--- src/rtl/des_subkey_gen.sv ---
// DES key schedule: PC-1 once per schedule, per-round 28-bit C/D rotation,
// PC-2 per subkey. Emits K1..K16 (encrypt) or K16..K1 (decrypt) one per
// valid/ready handshake.
// Optional build macro: DES_WEAK_KEY_DET_EN (flags the four DES weak keys).
module des_subkey_gen #(
    // bit i-1 = round i; 1 = single-bit rotate, 0 = double-bit rotate.
    // Standard DES: rounds 1, 2, 9 and 16 rotate by one, 28 positions in total.
    parameter logic [15:0] SHIFT_SCHED = 16'b1000_0001_0000_0011
) (
    input  logic        clk,
    input  logic        rst,
    input  logic        start,
    input  logic        decrypt,
    input  logic [63:0] key_in,
    output logic        ready,
    output logic [47:0] subkey,
    output logic        subkey_valid,
    input  logic        subkey_ready,
    output logic [3:0]  round_idx,
    output logic        done,
    output logic        weak_key
);

    typedef enum logic {
        ST_IDLE = 1'b0,
        ST_OUT  = 1'b1
    } state_t;

    localparam int PC1_TAB [56] = '{
        57, 49, 41, 33, 25, 17,  9,
         1, 58, 50, 42, 34, 26, 18,
        10,  2, 59, 51, 43, 35, 27,
        19, 11,  3, 60, 52, 44, 36,
        63, 55, 47, 39, 31, 23, 15,
         7, 62, 54, 46, 38, 30, 22,
        14,  6, 61, 53, 45, 37, 29,
        21, 13,  5, 28, 20, 12,  4
    };

    localparam int PC2_TAB [48] = '{
        14, 17, 11, 24,  1,  5,
         3, 28, 15,  6, 21, 10,
        23, 19, 12,  4, 26,  8,
        16,  7, 27, 20, 13,  2,
        41, 52, 31, 37, 47, 55,
        30, 40, 51, 45, 33, 48,
        44, 49, 39, 56, 34, 53,
        46, 42, 50, 36, 29, 32
    };

    // DES bit n of the key lives at key_in[64-n]; output bit 1 lands at [55].
    function automatic logic [55:0] pc1(input logic [63:0] k);
        logic [55:0] r;
        r = '0;
        for (int i = 0; i < 56; i++) begin
            r[55-i] = k[64-PC1_TAB[i]];
        end
        return r;
    endfunction

    // CD bit n lives at cd[56-n]; subkey bit 1 lands at [47].
    function automatic logic [47:0] pc2(input logic [55:0] cd);
        logic [47:0] r;
        r = '0;
        for (int i = 0; i < 48; i++) begin
            r[47-i] = cd[56-PC2_TAB[i]];
        end
        return r;
    endfunction

    // 28-bit circular rotate, left or right, by one or two positions.
    function automatic logic [27:0] rot28(input logic [27:0] x, input logic right,
                                          input logic two);
        logic [27:0] r;
        case ({right, two})
            2'b00:   r = {x[26:0], x[27]};
            2'b01:   r = {x[25:0], x[27:26]};
            2'b10:   r = {x[0], x[27:1]};
            default: r = {x[1:0], x[27:2]};
        endcase
        return r;
    endfunction

    state_t      state_q, state_d;
    logic [27:0] c_q, c_d, d_q, d_d;
    logic        dec_q, dec_d;
    logic [47:0] subkey_q, subkey_d;
    logic        vld_q, vld_d;
    logic [3:0]  idx_q, idx_d;
    logic        done_q, done_d;

    logic [55:0] cd0;
    logic [27:0] c0, d0;
    logic [27:0] c_n, d_n;
    logic [3:0]  sidx;

    // Parity bits (DES bits 8, 16, ..., 64) play no part in the schedule.
    logic        key_parity_unused;
    assign key_parity_unused = ^{key_in[56], key_in[48], key_in[40], key_in[32],
                                 key_in[24], key_in[16], key_in[8],  key_in[0]};

    assign cd0 = pc1(key_in);
    assign c0  = cd0[55:28];
    assign d0  = cd0[27:0];

`ifdef DES_WEAK_KEY_DET_EN
    logic weak_q, weak_d;
    assign weak_key = weak_q;
`else
    assign weak_key = 1'b0;
`endif

    // Next-state: load and first rotate on start, one rotate per accepted subkey.
    always_comb begin
        state_d  = state_q;
        c_d      = c_q;
        d_d      = d_q;
        dec_d    = dec_q;
        subkey_d = subkey_q;
        vld_d    = vld_q;
        idx_d    = idx_q;
        done_d   = 1'b0;
        c_n      = c_q;
        d_n      = d_q;
        sidx     = 4'd0;
`ifdef DES_WEAK_KEY_DET_EN
        weak_d   = weak_q;
`endif
        case (state_q)
            ST_IDLE: begin
                if (start) begin
                    dec_d = decrypt;
                    // Decrypt starts from C16/D16, which equals C0/D0 after the full 28-bit wrap.
                    if (decrypt) begin
                        c_n = c0;
                        d_n = d0;
                    end else begin
                        c_n = rot28(c0, 1'b0, !SHIFT_SCHED[0]);
                        d_n = rot28(d0, 1'b0, !SHIFT_SCHED[0]);
                    end
                    c_d      = c_n;
                    d_d      = d_n;
                    subkey_d = pc2({c_n, d_n});
                    vld_d    = 1'b1;
                    idx_d    = 4'd0;
                    state_d  = ST_OUT;
`ifdef DES_WEAK_KEY_DET_EN
                    weak_d   = ((c0 == 28'h0) || (c0 == 28'hFFFFFFF)) &&
                               ((d0 == 28'h0) || (d0 == 28'hFFFFFFF));
`endif
                end
            end
            ST_OUT: begin
                if (vld_q && subkey_ready) begin
                    if (idx_q == 4'd15) begin
                        vld_d   = 1'b0;
                        done_d  = 1'b1;
                        state_d = ST_IDLE;
                    end else begin
                        idx_d = idx_q + 4'd1;
                        // Encrypt position p uses round p+1; decrypt position p undoes round 17-p.
                        sidx  = dec_q ? (4'd15 - idx_q) : (idx_q + 4'd1);
                        c_n   = rot28(c_q, dec_q, !SHIFT_SCHED[sidx]);
                        d_n   = rot28(d_q, dec_q, !SHIFT_SCHED[sidx]);
                        c_d      = c_n;
                        d_d      = d_n;
                        subkey_d = pc2({c_n, d_n});
                    end
                end
            end
            default: state_d = ST_IDLE;
        endcase
    end

    // State and output registers with synchronous active-high reset.
    always_ff @(posedge clk) begin
        if (rst) begin
            state_q  <= ST_IDLE;
            c_q      <= '0;
            d_q      <= '0;
            dec_q    <= 1'b0;
            subkey_q <= '0;
            vld_q    <= 1'b0;
            idx_q    <= '0;
            done_q   <= 1'b0;
`ifdef DES_WEAK_KEY_DET_EN
            weak_q   <= 1'b0;
`endif
        end else begin
            state_q  <= state_d;
            c_q      <= c_d;
            d_q      <= d_d;
            dec_q    <= dec_d;
            subkey_q <= subkey_d;
            vld_q    <= vld_d;
            idx_q    <= idx_d;
            done_q   <= done_d;
`ifdef DES_WEAK_KEY_DET_EN
            weak_q   <= weak_d;
`endif
        end
    end

    assign ready        = (state_q == ST_IDLE);
    assign subkey       = subkey_q;
    assign subkey_valid = vld_q;
    assign round_idx    = idx_q;
    assign done         = done_q;

endmodule

--- config.mk ---
export PLATFORM = sky130hd
export DESIGN_NAME = des_subkey_gen
export DESIGN_NICKNAME = d
export VERILOG_FILES = /design/src/rtl/des_subkey_gen.sv
export SDC_FILE = /design/constraint.sdc
export NUM_CORES = 1
export LEC_CHECK = 0
export CORE_MARGIN = 3
export CORE_UTILIZATION = 50
export DETAILED_ROUTE_END_ITERATION = 16
export PLACE_DENSITY = 0.77
export SLEW_MARGIN = 15
export SYNTH_ARGS = -nofsm -noshare
export SYNTH_HDL_FRONTEND = slang
export SYNTH_SLANG_ARGS = --single-unit
--- constraint.sdc ---
create_clock -name clk -period 2.2 [get_ports clk]
set_input_delay 0.44 -clock clk [delete_from_list [all_inputs] [get_ports clk]]
set_output_delay 0.44 -clock clk [all_outputs]
set_load 0.01 [all_outputs]
==> impl_metrics.env, run 1 <==
export IMPL_cpMaxStageDelayCell="or3_4"
export IMPL_cts_root_buffer="clkbuf_16"
export IMPL_core_mm2=0.01117
export IMPL_io_buffers=115
export IMPL_setup_tns_final_ns=0
export IMPL_first_pass_iters=5
export IMPL_area_growth_pct=27.90
export IMPL_cp_cell_sequence="buf_6 -> or3_4 -> a22oi_2 -> nand2b_4 -> buf_12 -> clkbuf_16 -> o221a_4 -> o31ai_2 -> o32ai_1"
export IMPL_placed_area_mm2=0.006912
export IMPL_finalMaxSlewViolations=0
export IMPL_ys_async_sr_fraction=0
export IMPL_intPower_mw=2.789
export IMPL_synthCells=732
export IMPL_worst_pin_slew_ns=0.6743
export IMPL_crit_arrival_ns=2.41
export IMPL_avgSynthCellArea_um2=8.015
export IMPL_drv_cap=0
export IMPL_finalCriticalPeriod_ns=2.170
export IMPL_start_util=0.5251
export IMPL_ant_nets=0
export IMPL_seq_area_frac_synth=0.2184
export IMPL_vias=6315
export IMPL_synth_most_common_cell="nor2_1"
export IMPL_synth_cell_area_mm2=0.005867
export IMPL_final_cells=938
export IMPL_max_stage_delay_ns=0.36
export IMPL_place_gp_congestion=0.8747
export IMPL_cts_buffer_depth=2
export IMPL_vdd_drop_max_v=0.0004437
export IMPL_pwr_density_cell_mw_per_mm2=552.7
export IMPL_rsz0062_at_grt="true"
export IMPL_post_place_ws_ns=0.007027
export IMPL_synth_top_area_cell="dfxtp_1"
export IMPL_routed_wl_um=19120
export IMPL_die_y_um=114.3
export IMPL_dp_hpwl_um=11780
export IMPL_synth_ff_type="dfxtp_1"
export IMPL_layout_nets=863
export IMPL_clock_skew_ns=0.008056
export IMPL_n_fill_cell=877
export IMPL_dp_cells=903
export IMPL_synthTopCellsByArea="dfxtp_1, mux2i_1, nor2_1, a41oi_2, buf_4"
export IMPL_fin_ws_ns=0.02988
export IMPL_grt_pass1_wl_um=28400
export IMPL_p_sw_frac=0.3274
export IMPL_synth_enable_flop_cells=0
export IMPL_drt_vias_per_instance=6.732
export IMPL_cts_sinks=64
export IMPL_cts_buffers=9
export IMPL_post_route_util=0.6716
export IMPL_total_power_mw=4.147
export IMPL_post_route_period_util=0.9864
export IMPL_finalHoldViolations=0
export IMPL_drive_above_1_share=0.1792
export IMPL_hold_ws_ns=0.5045
export IMPL_pin_count=125
export IMPL_slew_headroom=0.5504
export IMPL_cp_max_fo=6
export IMPL_p_clk_frac=0.356
export IMPL_seqPwrFrac=0.341
export IMPL_grt_ovfl_total=0
export IMPL_critPathRequiredTime_ns=2.44
export IMPL_worst_path_buf_inv=3
export IMPL_crit_family="compound AO/OA/AOI/OAI gates"
export IMPL_switching_power_mw=1.358
export IMPL_fmax_ghz=0.4608
export IMPL_finalSetupViolCount=0
export IMPL_diodes=0
export IMPL_htreeDepth=3
export IMPL_cts_tree="built"
export IMPL_endpoint_kind="flop"
export IMPL_status="finished, final reports clean"
export IMPL_die_x_um=114.3
export IMPL_synth_common_cells="nor2_1, mux2i_1, dfxtp_1"
export IMPL_hold_buffers=0
export IMPL_drtIter0Drc=782
export IMPL_syn_num_nets=802
export IMPL_ys_types=50
export IMPL_combPwrFrac=0.303
export IMPL_power_leakage_nw=2.738
export IMPL_fin_area_mm2=0.007503
export IMPL_drc=0
export IMPL_grt_pass1_vias=5637
export IMPL_wl_per_cell_um=20.39
export IMPL_grt_use_total=0.2595
export IMPL_crit_path_start_kind="flop"
export IMPL_worst_setup_path_type="reg -> reg"
export IMPL_synth_warnings=0
export IMPL_synth_top_area_frac=0.2184
export IMPL_grt_max_degree=56
export IMPL_antenna_found_initial=0
export IMPL_holdCritPathClass="reg -> reg"
export IMPL_synth_seq_cells=64
export IMPL_clock_latency_ns=0.33
export IMPL_num_rows=38
export IMPL_dieArea_mm2=0.01307
export IMPL_path_clk_slew_ns=0.06
[timing repair]
action	in CTS	in global routing
cloned	0	4
endpoints found under the hold margin	0	0
buffers inserted	1	14
pin swaps	0	5
resized for setup	0	16
setup endpoints to repair	3	48
[worst register-to-register path, stage by stage, from the launching register on]
cell and delay (ns):
dfxtp_4 0.35, buf_6 0.13, or3_4 0.36, a22oi_2 0.23
nand2b_4 0.24, buf_12 0.13, clkbuf_16 0.14, o221a_4 0.19
o31ai_2 0.06, o32ai_1 0.27
[cells by family (layout without fill, tap and decap cells)]
group / count (synthesis) / count (layout) / share of synthesized area
AO/OA/AOI/OAI: 291 / 291 / 0.3913
flip-flops: 64 / 64 / 0.2184
XOR/XNOR: 2 / 2 / 0.004266
other: 1 / 1 / 0.0006392
adder cells (fa/ha/maj): 1 / 1 / 0.002132
multiplexers: 73 / 74 / 0.1269
AND/OR/NAND/NOR: 171 / 171 / 0.1260
buffers and inverters: 129 / 194 / 0.1303
[per-layer routing]
metal	part of all wire	vias up	global-route usage
li1	-	2879	-
met1	0.42	3029	0.3529
met2	0.47	379	0.4301
met3	0.097	28	0.04598
met4	0.016	0	0.05780
met5	0	-	0
[registers in the layout (all words and copies together) (netlist names)]
name          flops
c_q              27
d_q              27
dec_q             1
done              1
round_idx         4
state_q           1
subkey            2
subkey_valid      1
[power groups by stage]
stage | combinational, mW | sequential [mW] | clock (mW)
CTS | 1.21 | 1.40 | 1.48
global route | 1.35 | 1.43 | 1.52
finish | 1.26 | 1.41 | 1.48
detailed placement | 1.20 | 1.43 | 0
global placement | 1.17 | 1.42 | 0
floorplan | 0.836 | 1.37 | 0
[layout by cell type, fill, tap and decap left out, types with 3 or more instances in the layout]
cell	instances
o21ai_1	25
nor3_1	32
a21oi_1	24
buf_12	13
o21a_1	27
clkdlybuf4s50_1	113
a41oi_2	25
mux2i_1	67
dfxtp_2	3
nand3_1	3
nand2_1	7
a31oi_1	44
o221a_1	6
a211o_1	3
o221a_2	11
a21o_1	8
o32ai_1	15
o21ai_0	41
buf_4	42
nor2_1	113
mux2_2	5
o221ai_1	22
a2bb2oi_1	25
o31ai_1	6
dfxtp_1	60
clkbuf_16	12
[layout make-up]
type	count	area [µm²]	share of cell area
Timing Repair Buffer	175	1814	0.2418
Sequential cell	64	1289	0.1718
Clock buffer	10	239.0	0.03185
Inverter	3	11.26	0.001501
Multi-Input combinational cell	540	3908	0.5208
Tap cell	140	175.2	0.02334
Clock inverter	6	67.56	0.009004
[worst paths after layout]
check	start	endpoint	slack (ns)	depth (start not counted)
worst max register to register	round_idx[0]	d_q[24]	0.03	9
worst max-delay path	round_idx[0]	d_q[24]	0.03	9
worst min-delay path	subkey_valid	subkey_valid	0.50	1
worst min register to register	subkey_valid	subkey_valid	0.50	1
Note: power is estimated with default switching activity, not from simulation.
==> run 2, diff against run 1 <==
Settings changed: CORE_UTILIZATION 50 to 45, CTS_CLUSTER_SIZE set to 28, HOLD_SLACK_MARGIN set to 0.05, PLACE_DENSITY 0.77 to 0.7.
==> run 2 against run 1 <==
Highest routed layer unchanged. Power is 3.4% higher. Cell count rose by 1.7%. Die area up 11%. Clock-buffer cell count is the same.
==> impl_metrics.env, run 2 (synthesis gave the netlist of run 1 again) <==
export IMPL_status="finished, final reports clean"
export IMPL_layout_nets=847
export IMPL_finalCriticalPeriod_ns=2.138
export IMPL_grt_max_degree=63
export IMPL_worst_setup_path_type="reg -> reg"
export IMPL_post_route_period_util=0.9719
export IMPL_placed_area_mm2=0.006944
export IMPL_critPathRequiredTime_ns=2.42
export IMPL_final_cell_mix="nor2_1, clkdlybuf4s50_1, mux2i_1, dfxtp_1, a31oi_1"
export IMPL_cts_buffers=9
export IMPL_cts_root_buffer="clkbuf_16"
export IMPL_worst_pin_slew_ns=0.6870
export IMPL_cts_tree="built"
export IMPL_io_buffers=115
export IMPL_path_clk_slew_ns=0.06
export IMPL_power_leakage_nw=2.655
export IMPL_wl_per_cell_um=19.46
export IMPL_cp_depth=8
export IMPL_r2r_slack_ns=0.06
export IMPL_r2r_cells=8
export IMPL_first_pass_iters=5
export IMPL_grt_use_total=0.2475
export IMPL_cp_cell_sequence="buf_4 -> or3_1 -> a22oi_2 -> nand2b_4 -> buf_12 -> o221ai_1 -> a21o_1 -> o32ai_1"
export IMPL_drv_cap=0
export IMPL_crit_path_end="c_q[9]"
export IMPL_clock_latency_ns=0.33
export IMPL_drtIter0Drc=782
export IMPL_fin_area_mm2=0.007345
export IMPL_diodes=0
export IMPL_finalHoldViolations=0
export IMPL_ant_nets=0
export IMPL_slew_headroom=0.5420
export IMPL_pwr_density_cell_mw_per_mm2=584.1
export IMPL_vdd_drop_max_v=0.0003251
export IMPL_num_rows=41
export IMPL_fmax_ghz=0.4677
export IMPL_clock_skew_ns=0.006105
export IMPL_total_power_mw=4.290
export IMPL_crit_family="compound AO/OA/AOI/OAI gates"
export IMPL_start_util=0.4630
export IMPL_dp_hpwl_um=11970
export IMPL_crit_path_start_kind="flop"
export IMPL_cp_max_fo=19
export IMPL_worstReg2RegEnd="c_q[9]"
export IMPL_worst_path_buf_inv=2
export IMPL_vias=6099
export IMPL_grt_pass1_vias=6003
export IMPL_crit_arrival_ns=2.36
export IMPL_max_stage_delay_ns=0.40
export IMPL_routed_wl_um=18560
export IMPL_holdCritPathClass="reg -> reg"
export IMPL_drc=0
export IMPL_hold_buffers=0
export IMPL_rsz0062_at_grt="true"
export IMPL_drive_above_1_share=0.1535
export IMPL_cts_sinks=64
export IMPL_reg2reg_from="round_idx[0]"
export IMPL_antenna_found_initial=0
export IMPL_hold_depth=1
export IMPL_grt_pass1_wl_um=30000
export IMPL_finalMaxSlewViolations=0
export IMPL_grt_ovfl_total=0
export IMPL_place_gp_congestion=0.8818
export IMPL_area_growth_pct=25.19
export IMPL_core_mm2=0.01267
export IMPL_cts_buffer_depth=2
export IMPL_finalSetupViolCount=0
export IMPL_pin_count=125
export IMPL_drt_vias_per_instance=6.393
export IMPL_critPathLaunch="round_idx[0]"
export IMPL_die_y_um=120.2
export IMPL_dieArea_mm2=0.01444
export IMPL_die_x_um=120.2
export IMPL_endpoint_kind="flop"
export IMPL_cpMaxStageDelayCell="or3_1"
export IMPL_htreeDepth=3
[run 2: final cells by class]
class,instances,area [µm²]
Clock inverter,6,107.6
Multi-Input combinational cell,539,3839
Sequential cell,64,1284
Inverter,3,11.26
Fill cell,1162,5326
Timing Repair Buffer,160,1659
Tap cell,172,215.2
Clock buffer,10,229.0
[run 2: worst min path at each step]
| stage | slack, ns | from | endpoint |
|---|---|---|---|
| floorplan | 0.53 | subkey_valid | subkey_valid |
| global placement | 0.49 | subkey_valid | subkey_valid |
| detailed placement | 0.51 | subkey_valid | subkey_valid |
| CTS | 0.53 | subkey_valid | subkey_valid |
| global route | 0.54 | subkey_valid | subkey_valid |
| finish | 0.53 | subkey_valid | subkey_valid |
[run 2: repair_timing]
action	CTS	global route
pin swaps	0	1
resized for setup	0	3
endpoints found under the setup margin	1	14
gates cloned	0	1
setup buffers	3	1
[run 2: power breakdown]
part / internal (mW) / total, mW / switching, mW
clock: 1.10 / 1.66 / 0.554
sequential: 1.25 / 1.42 / 0.171
combinational: 0.615 / 1.21 / 0.600
[run 2: stage by stage]
stage          setup TNS [ns]  hold slack (ns)  setup WS, ns    util  cells
5_1_grt              -0.02219           0.5428      -0.01618  0.5796    954
2_1_floorplan               0           0.5292        0.1409       -    732
6_report                    0           0.5270       0.06176  0.5796    954
4_1_cts                     0           0.5320       0.04137  0.5764    952
3_5_place_dp          -0.1033           0.5072      -0.05192  0.5480    933
3_3_place_gp                0           0.4911       0.01741  0.5480    933
[run 2: metal layers]
layer,global-route usage,share of wire,routed length [µm],vias up
met1,0.3230,0.43,8043,2889
met3,0.03976,0.080,1487,39
met5,0,0,0,-
met2,0.4057,0.46,8628,317
li1,-,-,-,2854
met4,0.1059,0.022,402,0
